**src/rtl/vga_axis_decoder.sv**
```systemverilog
// Per-axis VGA timing decoder: recovers glyph/pixel coordinates from an active flag and an
// active-low sync strobe, verifies period timing and reports lock. Define VGA_AXIS_DECODER_ERRCOUNT_EN for err_count/err_clear.
module vga_axis_decoder #(
    parameter int GLYPHS       = 80,
    parameter int PIXELS       = 10,
    parameter int FRONT_PORCH  = 210,
    parameter int BACK_PORCH   = 46,
    parameter int LOCK_PERIODS = 2
) (
    input  logic                      clk,
    input  logic                      reset,
    input  logic                      ce,
    input  logic                      active_in,
    input  logic                      sync_in,
`ifdef VGA_AXIS_DECODER_ERRCOUNT_EN
    input  logic                      err_clear,
    output logic [7:0]                err_count,
`endif
    output logic                      valid,
    output logic [$clog2(GLYPHS)-1:0] glyph,
    output logic [$clog2(PIXELS)-1:0] pixel,
    output logic                      locked,
    output logic                      carry,
    output logic                      error
);

    localparam int ACTIVE_LEN = GLYPHS * PIXELS;
    localparam int BLANK_LEN  = FRONT_PORCH + BACK_PORCH;
    localparam int GW = $clog2(GLYPHS);
    localparam int PW = $clog2(PIXELS);
    localparam int AW = $clog2(ACTIVE_LEN + 1);
    localparam int BW = $clog2(BLANK_LEN + 1);
    localparam int LW = $clog2(LOCK_PERIODS + 1);

    localparam logic [PW-1:0] PIXEL_LAST   = PW'(PIXELS - 1);
    localparam logic [AW-1:0] ACTIVE_LEN_C = AW'(ACTIVE_LEN);
    localparam logic [BW-1:0] BLANK_LEN_C  = BW'(BLANK_LEN);
    localparam logic [BW-1:0] FP_C         = BW'(FRONT_PORCH);
    localparam logic [LW-1:0] LOCK_C       = LW'(LOCK_PERIODS);

    typedef enum logic [1:0] {
        HUNT,
        ACTIVE,
        BLANK
    } state_t;

    state_t        state_q, state_d;
    logic          valid_q, valid_d;
    logic [GW-1:0] glyph_q, glyph_d;
    logic [PW-1:0] pixel_q, pixel_d;
    logic [AW-1:0] act_cnt_q, act_cnt_d;
    logic [BW-1:0] blank_cnt_q, blank_cnt_d;
    logic          sync_seen_q, sync_seen_d;
    logic [LW-1:0] good_q, good_d;
    logic          locked_q, locked_d;
    logic          carry_q, carry_d;
    logic          error_q, error_d;
    logic          prev_active_q;

    logic rise;
    logic sync_hit;
    logic sync_bad;
    logic sync_bad_first;

    assign rise           = active_in && !prev_active_q;
    assign sync_hit       = !sync_in && (blank_cnt_q == FP_C);
    assign sync_bad       = !sync_in && (blank_cnt_q != FP_C);
    // The falling sample is blank index 0, so sync there is legal only with a zero front porch.
    assign sync_bad_first = !sync_in && (FRONT_PORCH != 0);

    // NOTE: every variable gets a default before the case so no path can infer a latch.
    always_comb begin
        state_d     = state_q;
        valid_d     = valid_q;
        glyph_d     = glyph_q;
        pixel_d     = pixel_q;
        act_cnt_d   = act_cnt_q;
        blank_cnt_d = blank_cnt_q;
        sync_seen_d = sync_seen_q;
        good_d      = good_q;
        locked_d    = locked_q;
        carry_d     = 1'b0;
        error_d     = 1'b0;

        unique case (state_q)
            HUNT: begin
                if (rise) begin
                    state_d   = ACTIVE;
                    valid_d   = 1'b1;
                    glyph_d   = '0;
                    pixel_d   = '0;
                    act_cnt_d = AW'(1);
                end
            end

            ACTIVE: begin
                if (active_in) begin
                    if (act_cnt_q == ACTIVE_LEN_C) begin
                        error_d = 1'b1;
                        valid_d = 1'b0;
                        state_d = HUNT;
                    end else begin
                        act_cnt_d = act_cnt_q + 1'b1;
                        if (pixel_q == PIXEL_LAST) begin
                            pixel_d = '0;
                            glyph_d = glyph_q + 1'b1;
                        end else begin
                            pixel_d = pixel_q + 1'b1;
                        end
                    end
                end else begin
                    valid_d = 1'b0;
                    if (act_cnt_q != ACTIVE_LEN_C || sync_bad_first) begin
                        error_d = 1'b1;
                        state_d = HUNT;
                    end else begin
                        state_d     = BLANK;
                        blank_cnt_d = BW'(1);
                        sync_seen_d = !sync_in;
                    end
                end
            end

            BLANK: begin
                // BLANK is only ever entered and held on inactive samples, so active_in here is a rise.
                if (active_in) begin
                    state_d   = ACTIVE;
                    valid_d   = 1'b1;
                    glyph_d   = '0;
                    pixel_d   = '0;
                    act_cnt_d = AW'(1);
                    if (!sync_bad && blank_cnt_q == BLANK_LEN_C && (sync_seen_q || sync_hit)) begin
                        carry_d = 1'b1;
                        if (good_q != LOCK_C) good_d = good_q + 1'b1;
                        if (good_d == LOCK_C) locked_d = 1'b1;
                    end else begin
                        error_d = 1'b1;
                    end
                end else if (sync_bad || blank_cnt_q >= BLANK_LEN_C) begin
                    error_d = 1'b1;
                    state_d = HUNT;
                end else begin
                    blank_cnt_d = blank_cnt_q + 1'b1;
                    if (sync_hit) sync_seen_d = 1'b1;
                end
            end

            default: state_d = HUNT;
        endcase

        if (error_d) begin
            locked_d = 1'b0;
            good_d   = '0;
        end
    end

    // NOTE: sequential state uses non-blocking assignments so every flop samples pre-edge values.
    always_ff @(posedge clk) begin
        if (reset) begin
            state_q       <= HUNT;
            valid_q       <= 1'b0;
            glyph_q       <= '0;
            pixel_q       <= '0;
            act_cnt_q     <= '0;
            blank_cnt_q   <= '0;
            sync_seen_q   <= 1'b0;
            good_q        <= '0;
            locked_q      <= 1'b0;
            carry_q       <= 1'b0;
            error_q       <= 1'b0;
            prev_active_q <= 1'b0;
        end else if (ce) begin
            state_q       <= state_d;
            valid_q       <= valid_d;
            glyph_q       <= glyph_d;
            pixel_q       <= pixel_d;
            act_cnt_q     <= act_cnt_d;
            blank_cnt_q   <= blank_cnt_d;
            sync_seen_q   <= sync_seen_d;
            good_q        <= good_d;
            locked_q      <= locked_d;
            carry_q       <= carry_d;
            error_q       <= error_d;
            prev_active_q <= active_in;
        end else begin
            carry_q <= 1'b0;
            error_q <= 1'b0;
        end
    end

    assign valid  = valid_q;
    assign glyph  = glyph_q;
    assign pixel  = pixel_q;
    assign locked = locked_q;
    assign carry  = carry_q;
    assign error  = error_q;

`ifdef VGA_AXIS_DECODER_ERRCOUNT_EN
    logic [7:0] err_count_q;

    // Clear wins over a coincident error; the clear ignores ce.
    always_ff @(posedge clk) begin
        if (reset || err_clear) begin
            err_count_q <= '0;
        end else if (ce && error_d && err_count_q != 8'hFF) begin
            err_count_q <= err_count_q + 1'b1;
        end
    end

    assign err_count = err_count_q;
`endif

endmodule

```
**config.mk**
```make
export PLATFORM = sky130hd
export DESIGN_NAME = vga_axis_decoder
export DESIGN_NICKNAME = d
export VERILOG_FILES = /design/src/rtl/vga_axis_decoder.sv
export SDC_FILE = /design/constraint.sdc
export NUM_CORES = 1
export LEC_CHECK = 0
export ABC_AREA = 0
export BUFFER_PORTS_ARGS = -buffer_cell sky130_fd_sc_hd__buf_2
export CELL_PAD_IN_SITES_DETAIL_PLACEMENT = 2
export CELL_PAD_IN_SITES_GLOBAL_PLACEMENT = 2
export CORE_AREA = 5 5 104 82
export CTS_BUF_LIST = sky130_fd_sc_hd__clkbuf_16
export CTS_CLUSTER_SIZE = 25
export DETAILED_ROUTE_END_ITERATION = 12
export DIE_AREA = 0 0 109 87
export PLACE_DENSITY_LB_ADDON = 0.08
export RECOVER_POWER = 25
export SLEW_MARGIN = 20
export SYNTH_ARGS = -nofsm -noshare
export SYNTH_HDL_FRONTEND = slang
export SYNTH_SLANG_ARGS = --single-unit
```
**constraint.sdc**
```tcl
create_clock -name clk -period 2 [get_ports clk]
set_input_delay 0.2 -clock clk [delete_from_list [all_inputs] [get_ports clk]]
set_output_delay 0.2 -clock clk [all_outputs]
set_load 0.01 [all_outputs]
```
==> impl_results.rst, run 1 <==
.. list-table::
   :header-rows: 1

   * - Metric
     - Value
   * - Min Clock Period, post-route
     - 1.990 ns
   * - Clock transition at the registers of the reported paths
     - 0.06 ns
   * - Clock net sink count
     - 40
   * - Total Wirelength
     - 7518 um
   * - Die Span X
     - between 100 and 150 um
   * - Sum of overflow across all layers after global routing
     - 0
   * - Final cycle utilization of the critical path
     - 99.51%
   * - RSZ-0062 raised after global routing
     - true
   * - Critical Path Start
     - blank_cnt_q[0]
   * - Skew final
     - 0.006405 ns
   * - Gate count of the mapped netlist
     - roughly 270
   * - Post-DRT Antenna Nets
     - 0
   * - Overall fraction of global-route tracks in use
     - 16.55%
   * - Number of standard-cell rows in the floorplan
     - 28
   * - Netlist area before placement
     - 0.002286 mm2
   * - Initial core utilization
     - 30.35%
   * - Cells along the critical path
     - inv_1, ha_1, and4b_1, a21oi_2, o31a_2, or4_1, a21oi_2
   * - Via density per instance
     - 5.099
   * - Worst stage delay on the critical path
     - between 0.5 and 0.6 ns
   * - Total of buffers placed on input and output ports
     - 19
   * - Synth Flop Type
     - dfxtp_1
   * - Status
     - finished, final reports clean
   * - Reg-to-reg critical path endpoint
     - blank_cnt_q[2]
   * - Max capacitance violation total
     - 0
   * - Post-route insts no fill
     - 436
   * - Pwr/cell area
     - between 500 and 600 mW/mm2
   * - Worst slack on hold paths
     - around 0.32 ns
   * - Biggest fanout along the worst timing path
     - 5
   * - Worst EP arrival
     - 2.21 ns
   * - TritonCTS Buffers
     - 5
   * - Worst Reg2Reg Path Length in Cells
     - 7
   * - Kind of critical path
     - reg -> reg
   * - Number of global-route vias before repair
     - approximately 2400
   * - Vias
     - 2223
   * - # setup viols final
     - 0
   * - Antenna cells
     - 0
   * - Post-synthesis sequential area ratio
     - between 30% and 40%
   * - Final-report max-slew violation count
     - 0
   * - Required time of the worst setup path
     - roughly 2.2 ns
   * - Worst ir drop on vdd
     - 294.3 uV
   * - Number of distinct library cells after synthesis
     - 53
   * - Cell taking the most area after synthesis
     - dfxtp_1
   * - Yosys warnings
     - 0
   * - Detailed placer's ending HPWL
     - between 5000 and 6000 um
   * - Fmax
     - roughly 500 MHz
   * - Cell types occupying the most area after synthesis
     - dfxtp_1 35%, ha_1 7.1%, xnor2_1 5.0%
   * - Pre-CTS setup slack
     - -0.06355 ns
   * - Clk Tree Root Cell
     - clkbuf_16
   * - Count leader, synth
     - dfxtp_1
   * - Total cell area at the placement stage
     - 0.002798 mm2
   * - Post-synthesis register bit count
     - 40
   * - First-pass GRT wire length
     - between 10000 and 15000 um
   * - Fraction of post-synthesis cell area in the top cell type by area
     - between 30% and 40%
   * - Critical-path top delay cell
     - or4_1
   * - Hold violation total from the final report
     - 0
   * - PnR worst setup slack
     - between 0.009 and 0.01 ns
   * - Critical path's top delay family
     - simple AND/OR/NAND/NOR gates
   * - Crit. End Element
     - register
   * - R2R setup slack
     - just under 0.01 ns
   * - Number of cells on the critical path
     - 7
   * - Leakage power figure
     - 1.110 nW
   * - Crit start category
     - register
   * - Post-synthesis area per instance
     - 8.530 um2
   * - Final Wtd Congestion
     - 0.7493
   * - Cell type with the highest occurrence count on the critical path
     - a21oi_2
   * - Final standard cell area without fillers
     - 0.003068 mm2
   * - Level count of the clock H-tree
     - 2
   * - Total iterations of the first detailed-routing run
     - 4
   * - Height of the die
     - 87 um
   * - Average wire per cell in the routed design
     - 17.24 um
   * - Cell Count Post-Placement
     - 424
   * - Worst reg2reg startpoint
     - blank_cnt_q[0]
   * - First-iteration detailed-routing DRC count
     - 51
   * - Share of the core filled with cells
     - 40.73%
   * - Synth async-reset ratio
     - 0%
   * - Critical path destination
     - blank_cnt_q[2]
   * - Net count reported at finish
     - 348
   * - Number of buffers and inverters on the critical path
     - 1
   * - DRC violation count after routing
     - 0
   * - Final setup TNS
     - 0 ns
   * - Most used standard cells in the synthesized netlist
     - 40 x dfxtp_1, 24 x nor2_1, 18 x a21oi_1
   * - Syn_nets
     - 286
   * - Later-pin clock latency in the skew report
     - 0.28 ns
   * - Area growth from synthesis to layout
     - 34.21%
   * - Headroom to the max-slew limit
     - 65.72%
   * - Core region area
     - 0.007532 mm2
   * - TritonCTS clock tree
     - built
   * - Buffer levels on the longest clock path
     - 2
   * - Worst hold-check path type
     - in -> reg
   * - Slew @ Worst Pin
     - 0.5073 ns
   * - Number of flops mapped to enable cells by yosys
     - 0
   * - I/O pin count
     - 20
   * - Ratio of cells with drive above 1 in the final layout
     - between 20% and 30%
   * - Final Power
     - 1.814 mW
   * - Total Die Area
     - approximately 0.0095 mm2
   * - Maximum number of pins on one net before global-route repair
     - 24
   * - # hold bufs at CTS
     - 0
   * - Filler cells
     - 868
   * - Number of antenna violations at the first check in global routing
     - 0
-- per-layer routing --
layer  GRT usage (%)  vias up  routed length, um
li1                -     1105                  -
met1           23.58     1088               4047
met2           25.98       22               3249
met3           2.669        8                149
met4           4.128        0                 72
met5               0        -                  0
-- worst reg2reg max path, stage by stage, from the launching register on --
cell and delay, ns:
dfxtp_1 0.31, inv_1 0.09, ha_1 0.14, and4b_1 0.24, a21oi_2 0.10, o31a_2 0.35, or4_1 0.51, a21oi_2 0.18
-- area by class of cell --
class                      instances  area [um2]  area share, %
timing repair buffer              65       441.7          14.40
clock buffer                       5       125.1          4.078
multi-input combinational        204        1495          48.74
sequential                        40       807.0          26.31
clock inverter                     3       15.01         0.4894
inverter                          14       52.55          1.713
tap                              105       131.4          4.282
-- worst min-delay path by stage --
stage,endpoint,cells after the start,startpoint,slack [ns]
global placement,valid,2,valid,0.44
finish,locked,3,ce,0.32
global route,locked,3,ce,0.35
detailed placement,sync_seen_q,2,sync_seen_q,0.47
CTS,locked,3,ce,0.32
floorplan,carry,1,reset,0.29
-- cell families after synthesis --
logic type,count (synthesis),share of synthesized area (%)
adder cells (fa/ha/maj),13,7.116
multiplexers,3,1.314
buffers and inverters,25,4.652
XOR/XNOR,13,4.981
AO/OA/AOI/OAI,53,15.55
flip-flops,40,35.03
AND/OR/NAND/NOR,121,31.36
-- cell usage in the layout, fill, tap and decap left out, types with 3 or more instances in the layout --
cell       count
clkbuf_16      5
clkbuf_1       9
buf_4         45
ha_1          10
o31ai_1        6
a21oi_1       15
xnor2_1       13
nor3b_1        4
inv_1         15
dfxtp_1       37
mux2i_1        3
nor2_1        23
nor4_1         6
nand4_1        3
nand2b_1       5
buf_2         10
o21ai_0        6
nand2_1       16
or3_1          3
a21oi_2        3
or4_1          5
nand3_1       13
nor3_1        12
-- sequential cells by signal (all words and copies together) (netlist names) --
signal and flops:
state_q 2, act_cnt_q 10, blank_cnt_q 9, prev_active_q 1
valid 1, glyph 7, carry 1, good_q 2
pixel 4, locked 1, sync_seen_q 1, error 1
-- power breakdown --
part / total [mW] / internal [mW] / switching, mW
clock network: 0.785 / 0.454 / 0.332
registers: 0.817 / 0.808 / 0.00915
logic: 0.211 / 0.0896 / 0.122
total: 1.81 / 1.35 / 0.462
-- repair_timing --
action / CTS / global route
endpoints found under the setup margin: 8 / 19
setup buffers: 1 / 2
gates cloned: 1 / 0
pin swaps: 0 / 4
gates resized for setup: 7 / 22
Note: power is estimated with default switching activity, not from simulation.
==> inputs of run 2 (changes only) <==
ABC_AREA = 1   (was 0)
CORE_AREA = 5 5 107 84   (was 5 5 104 82)
DIE_AREA = 0 0 112 89   (was 0 0 109 87)
==> run 2 against run 1 <==
Maximum frequency grew 5.0%. Count of clock-buffer cells in the layout is the same. Total power grew 10%. Area after synthesis grew 2.3%. Register-to-register slack gained 0.095 ns. Sequential cell count is the same. Synthesized cell count grew 16%. Clock power shrank 3.2%. Critical endpoint is now blank_cnt_q[5]. Largest cell class unchanged.
==> impl_results.rst, run 2 <==
.. list-table::
   :header-rows: 1

   * - Metric
     - Value
   * - Status
     - finished, final reports clean
   * - Area growth from synthesis to layout
     - 20.01%
   * - Maximum number of pins on one net before global-route repair
     - 12
   * - PnR worst setup slack
     - 0.1047 ns
   * - Min Clock Period, post-route
     - 1.895 ns
   * - Post-synthesis sequential area ratio
     - 34.24%
   * - Antenna cells
     - 0
   * - Number of distinct library cells after synthesis
     - 44
   * - Post-synthesis area per instance
     - 7.495 um2
   * - Number of antenna violations at the first check in global routing
     - 0
   * - Crit start category
     - register
   * - Number of flops mapped to enable cells by yosys
     - 0
   * - Via density per instance
     - about 4.8
   * - Share of synthesized area spent on multiplexers
     - 0%
   * - Commonest cells after routing, fill and taps aside
     - 49 x nand2_1, 40 x inv_1, 38 x dfxtp_1
   * - Post-synthesis adder-cell area fraction
     - 6.956%
   * - Average wire per cell in the routed design
     - around 15 um
   * - Register name with the most flops
     - act_cnt_q
   * - Overall fraction of global-route tracks in use
     - 14.39%
   * - DRC violation count after routing
     - 0
   * - Clock transition at the registers of the reported paths
     - approximately 0.06 ns
   * - Leakage power figure
     - 1.134 nW
   * - Number of flip-flops under the largest register name
     - 10
   * - Sequential share of power
     - 42.9%
   * - Cell types occupying the most area after synthesis
     - dfxtp_1 34%, nand2_1 8.0%, ha_1 7.0%
   * - Total cell area at the placement stage
     - 0.002634 mm2
   * - Kind of critical path
     - reg -> reg
   * - Parity-gate share of the synthesized area counting xor and xnor cells
     - under 10%
   * - Pre-CTS setup slack
     - 0.04188 ns
   * - Net load switching power
     - just under 600 uW
   * - Worst EP arrival
     - roughly 2.1 ns
   * - Synth Flop Type
     - dfxtp_1
   * - Length of routed met2 wiring
     - 3131 um
   * - Total Die Area
     - 0.009968 mm2
   * - TritonCTS Buffers
     - 5
   * - Hold violation total from the final report
     - 0
   * - Most used standard cells in the synthesized netlist
     - 50 x nand2_1, 40 x dfxtp_1, 39 x inv_1
   * - Total iterations of the first detailed-routing run
     - 4
   * - Most frequent standard cell in the layout excluding fill and tap cells
     - nand2_1
   * - Syn_nets
     - 330
   * - Gate count of the mapped netlist
     - 312
   * - Height of the die
     - 89 um
   * - Later-pin clock latency in the skew report
     - 0.28 ns
   * - Met3 routed wirelength
     - 141 um
   * - Combinational cell fraction of total power
     - about a fifth
   * - Post-route insts no fill
     - 453
   * - Filler cells
     - 946
   * - Level count of the clock H-tree
     - 2
   * - Initial core utilization
     - 30.20%
   * - Final cycle utilization of the critical path
     - a little over nine tenths
   * - Detailed placer's ending HPWL
     - 5492 um
   * - Slew @ Worst Pin
     - ~0.4 ns
   * - Number of standard-cell rows in the floorplan
     - 28
   * - Ratio of cells with drive above 1 in the final layout
     - ~22%
   * - Biggest fanout along the worst timing path
     - 7
   * - Net count reported at finish
     - 365
   * - Final standard cell area without fillers
     - between 0.002 and 0.003 mm2
   * - # hold bufs at CTS
     - 0
   * - Headroom to the max-slew limit
     - 72.84%
   * - RSZ-0062 raised after global routing
     - true
   * - Clk Tree Root Cell
     - clkbuf_16
   * - Fmax
     - approximately 530 MHz
   * - Post-synthesis register bit count
     - 40
   * - Clock group share of total power
     - a little under two fifths
   * - Critical hold path startpoint
     - ce
   * - I/O pin count
     - 20
   * - Netlist area before placement
     - 0.002338 mm2
   * - Count leader, synth
     - nand2_1
   * - Worst hold-check path type
     - in -> reg
   * - # setup viols final
     - 0
   * - Wl on met1
     - 3579 um
   * - Worst Reg2Reg Path Length in Cells
     - 12
   * - Internal power summed over all cells
     - between 1 and 1.5 mW
   * - Buffer levels on the longest clock path
     - 2
   * - Switching portion of total power
     - 29.25%
   * - Multi-input gate area
     - 0.001344 mm2
   * - Highest metal layer used by the detailed router
     - met4
   * - Sum of overflow across all layers after global routing
     - 0
   * - Complex-gate fraction of the synthesized area
     - 14.98%
   * - Pwr/cell area
     - 712.7 mW/mm2
   * - Total Wirelength
     - 6889 um
   * - Number of stages on the worst hold path
     - 3
   * - Worst ir drop on vdd
     - 284.9 uV
   * - Post-DRT Antenna Nets
     - 0
   * - Main combinational cell family by area after synthesis
     - simple AND/OR/NAND/NOR gates
   * - Die Span X
     - between 100 and 150 um
   * - End point of the worst hold path
     - carry
   * - First-iteration detailed-routing DRC count
     - 37
   * - Reg-to-reg critical path endpoint
     - blank_cnt_q[5]
   * - First-pass GRT wire length
     - 11560 um
   * - Sequential cell area
     - 803.3 um2
   * - Crit. End Element
     - register
   * - Skew final
     - approximately 0.0094 ns
   * - Synth async-reset ratio
     - 0%
   * - Vias
     - 2187
   * - Yosys warnings
     - 0
   * - Final Wtd Congestion
     - 0.7436
   * - Cell taking the most area after synthesis
     - dfxtp_1
   * - Total of buffers placed on input and output ports
     - 19
   * - Number of global-route vias before repair
     - between 2000 and 2500
   * - Worst reg2reg startpoint
     - state_q[0]
   * - Required time of the worst setup path
     - approximately 2.2 ns
   * - Simple-Gate Fraction of Synth Area
     - 32.69%
   * - Core region area
     - 0.007742 mm2
   * - Max capacitance violation total
     - 0
   * - Cell Count Post-Placement
     - 444
   * - Fraction of post-synthesis cell area in the top cell type by area
     - 34.24%
   * - R2R setup slack
     - approximately 0.10 ns
   * - Clock net sink count
     - 40
   * - Final-report max-slew violation count
     - 0
   * - Share of the core filled with cells
     - 36.25%
   * - TritonCTS clock tree
     - built
-- run 2: logic make-up (layout without fill, tap and decap cells) --
family / Yosys count / in the layout
buffers and inverters: 56 / 92
and+or+nand+nor: 144 / 144
AOI/OAI and AO/OA: 56 / 56
adders and majority gates: 13 / 13
DFF: 40 / 40
xor gates and xnor gates: 3 / 3
-- run 2: layout make-up --
cell class	instances	share of cell area, %
multi-input cells	216	47.88
flip-flops and latches	40	28.62
inverters	50	7.044
repair buffers	34	6.910
well taps	105	4.681
clock buffers	5	4.458
clock inverters	3	0.4012
-- run 2: how the worst max path moves through the flow --
stage	slack [ns]	cells past startpoint	from	to
global route	-0.04	13	act_cnt_q[1]	act_cnt_q[4]
detailed placement	0.04	11	state_q[0]	blank_cnt_q[7]
global placement	0.09	11	state_q[0]	blank_cnt_q[7]
finish	0.10	12	state_q[0]	blank_cnt_q[5]
CTS	0.03	13	state_q[0]	act_cnt_q[6]
floorplan	0.21	13	state_q[0]	act_cnt_q[9]
-- run 2: critical path: stages, from the launching register on --
cell and delay, ns:
dfxtp_2 0.34, inv_1 0.07, ha_1 0.23, buf_4 0.16, nand2_1 0.14, nand3_2 0.12
a21oi_4 0.17, nand2_4 0.12, clkinv_4 0.09, nand3_4 0.10, o21ai_2 0.13, o21ai_1 0.08
nor2_1 0.08
-- run 2: power by group through the flow --
stage,Clock [mW],Combinational [mW],Sequential [mW]
2_1_floorplan,0,0.250,0.873
3_3_place_gp,0,0.370,0.871
3_5_place_dp,0,0.380,0.873
4_1_cts,0.796,0.383,0.855
5_1_grt,0.832,0.430,0.862
6_report,0.760,0.383,0.857
-- run 2: repair_timing --
| item | 4_1_cts | 5_1_grt |
|---|---|---|
| gates resized for setup | 0 | 13 |
| setup endpoints to repair | 0 | 22 |
| setup buffers | 0 | 1 |
| endpoints found under the hold margin | 0 | 0 |
-- run 2: routing by layer --
metal	GRT usage (%)	vias to the layer above
met3	2.842	5
met4	2.511	0
met1	20.12	1067
met2	23.56	15
li1	-	1100
met5	0	-
-- run 2: per-stage QoR --
step                      power [mW]  hold slack [ns]  TNS, ns
after global routing           2.123           0.3004  -0.2411
after detailed placement       1.253           0.4462        0
after global placement         1.241           0.4421        0
after floorplan                1.123           0.2763        0
after CTS                      2.034           0.2654        0
final                          2.000           0.2798        0
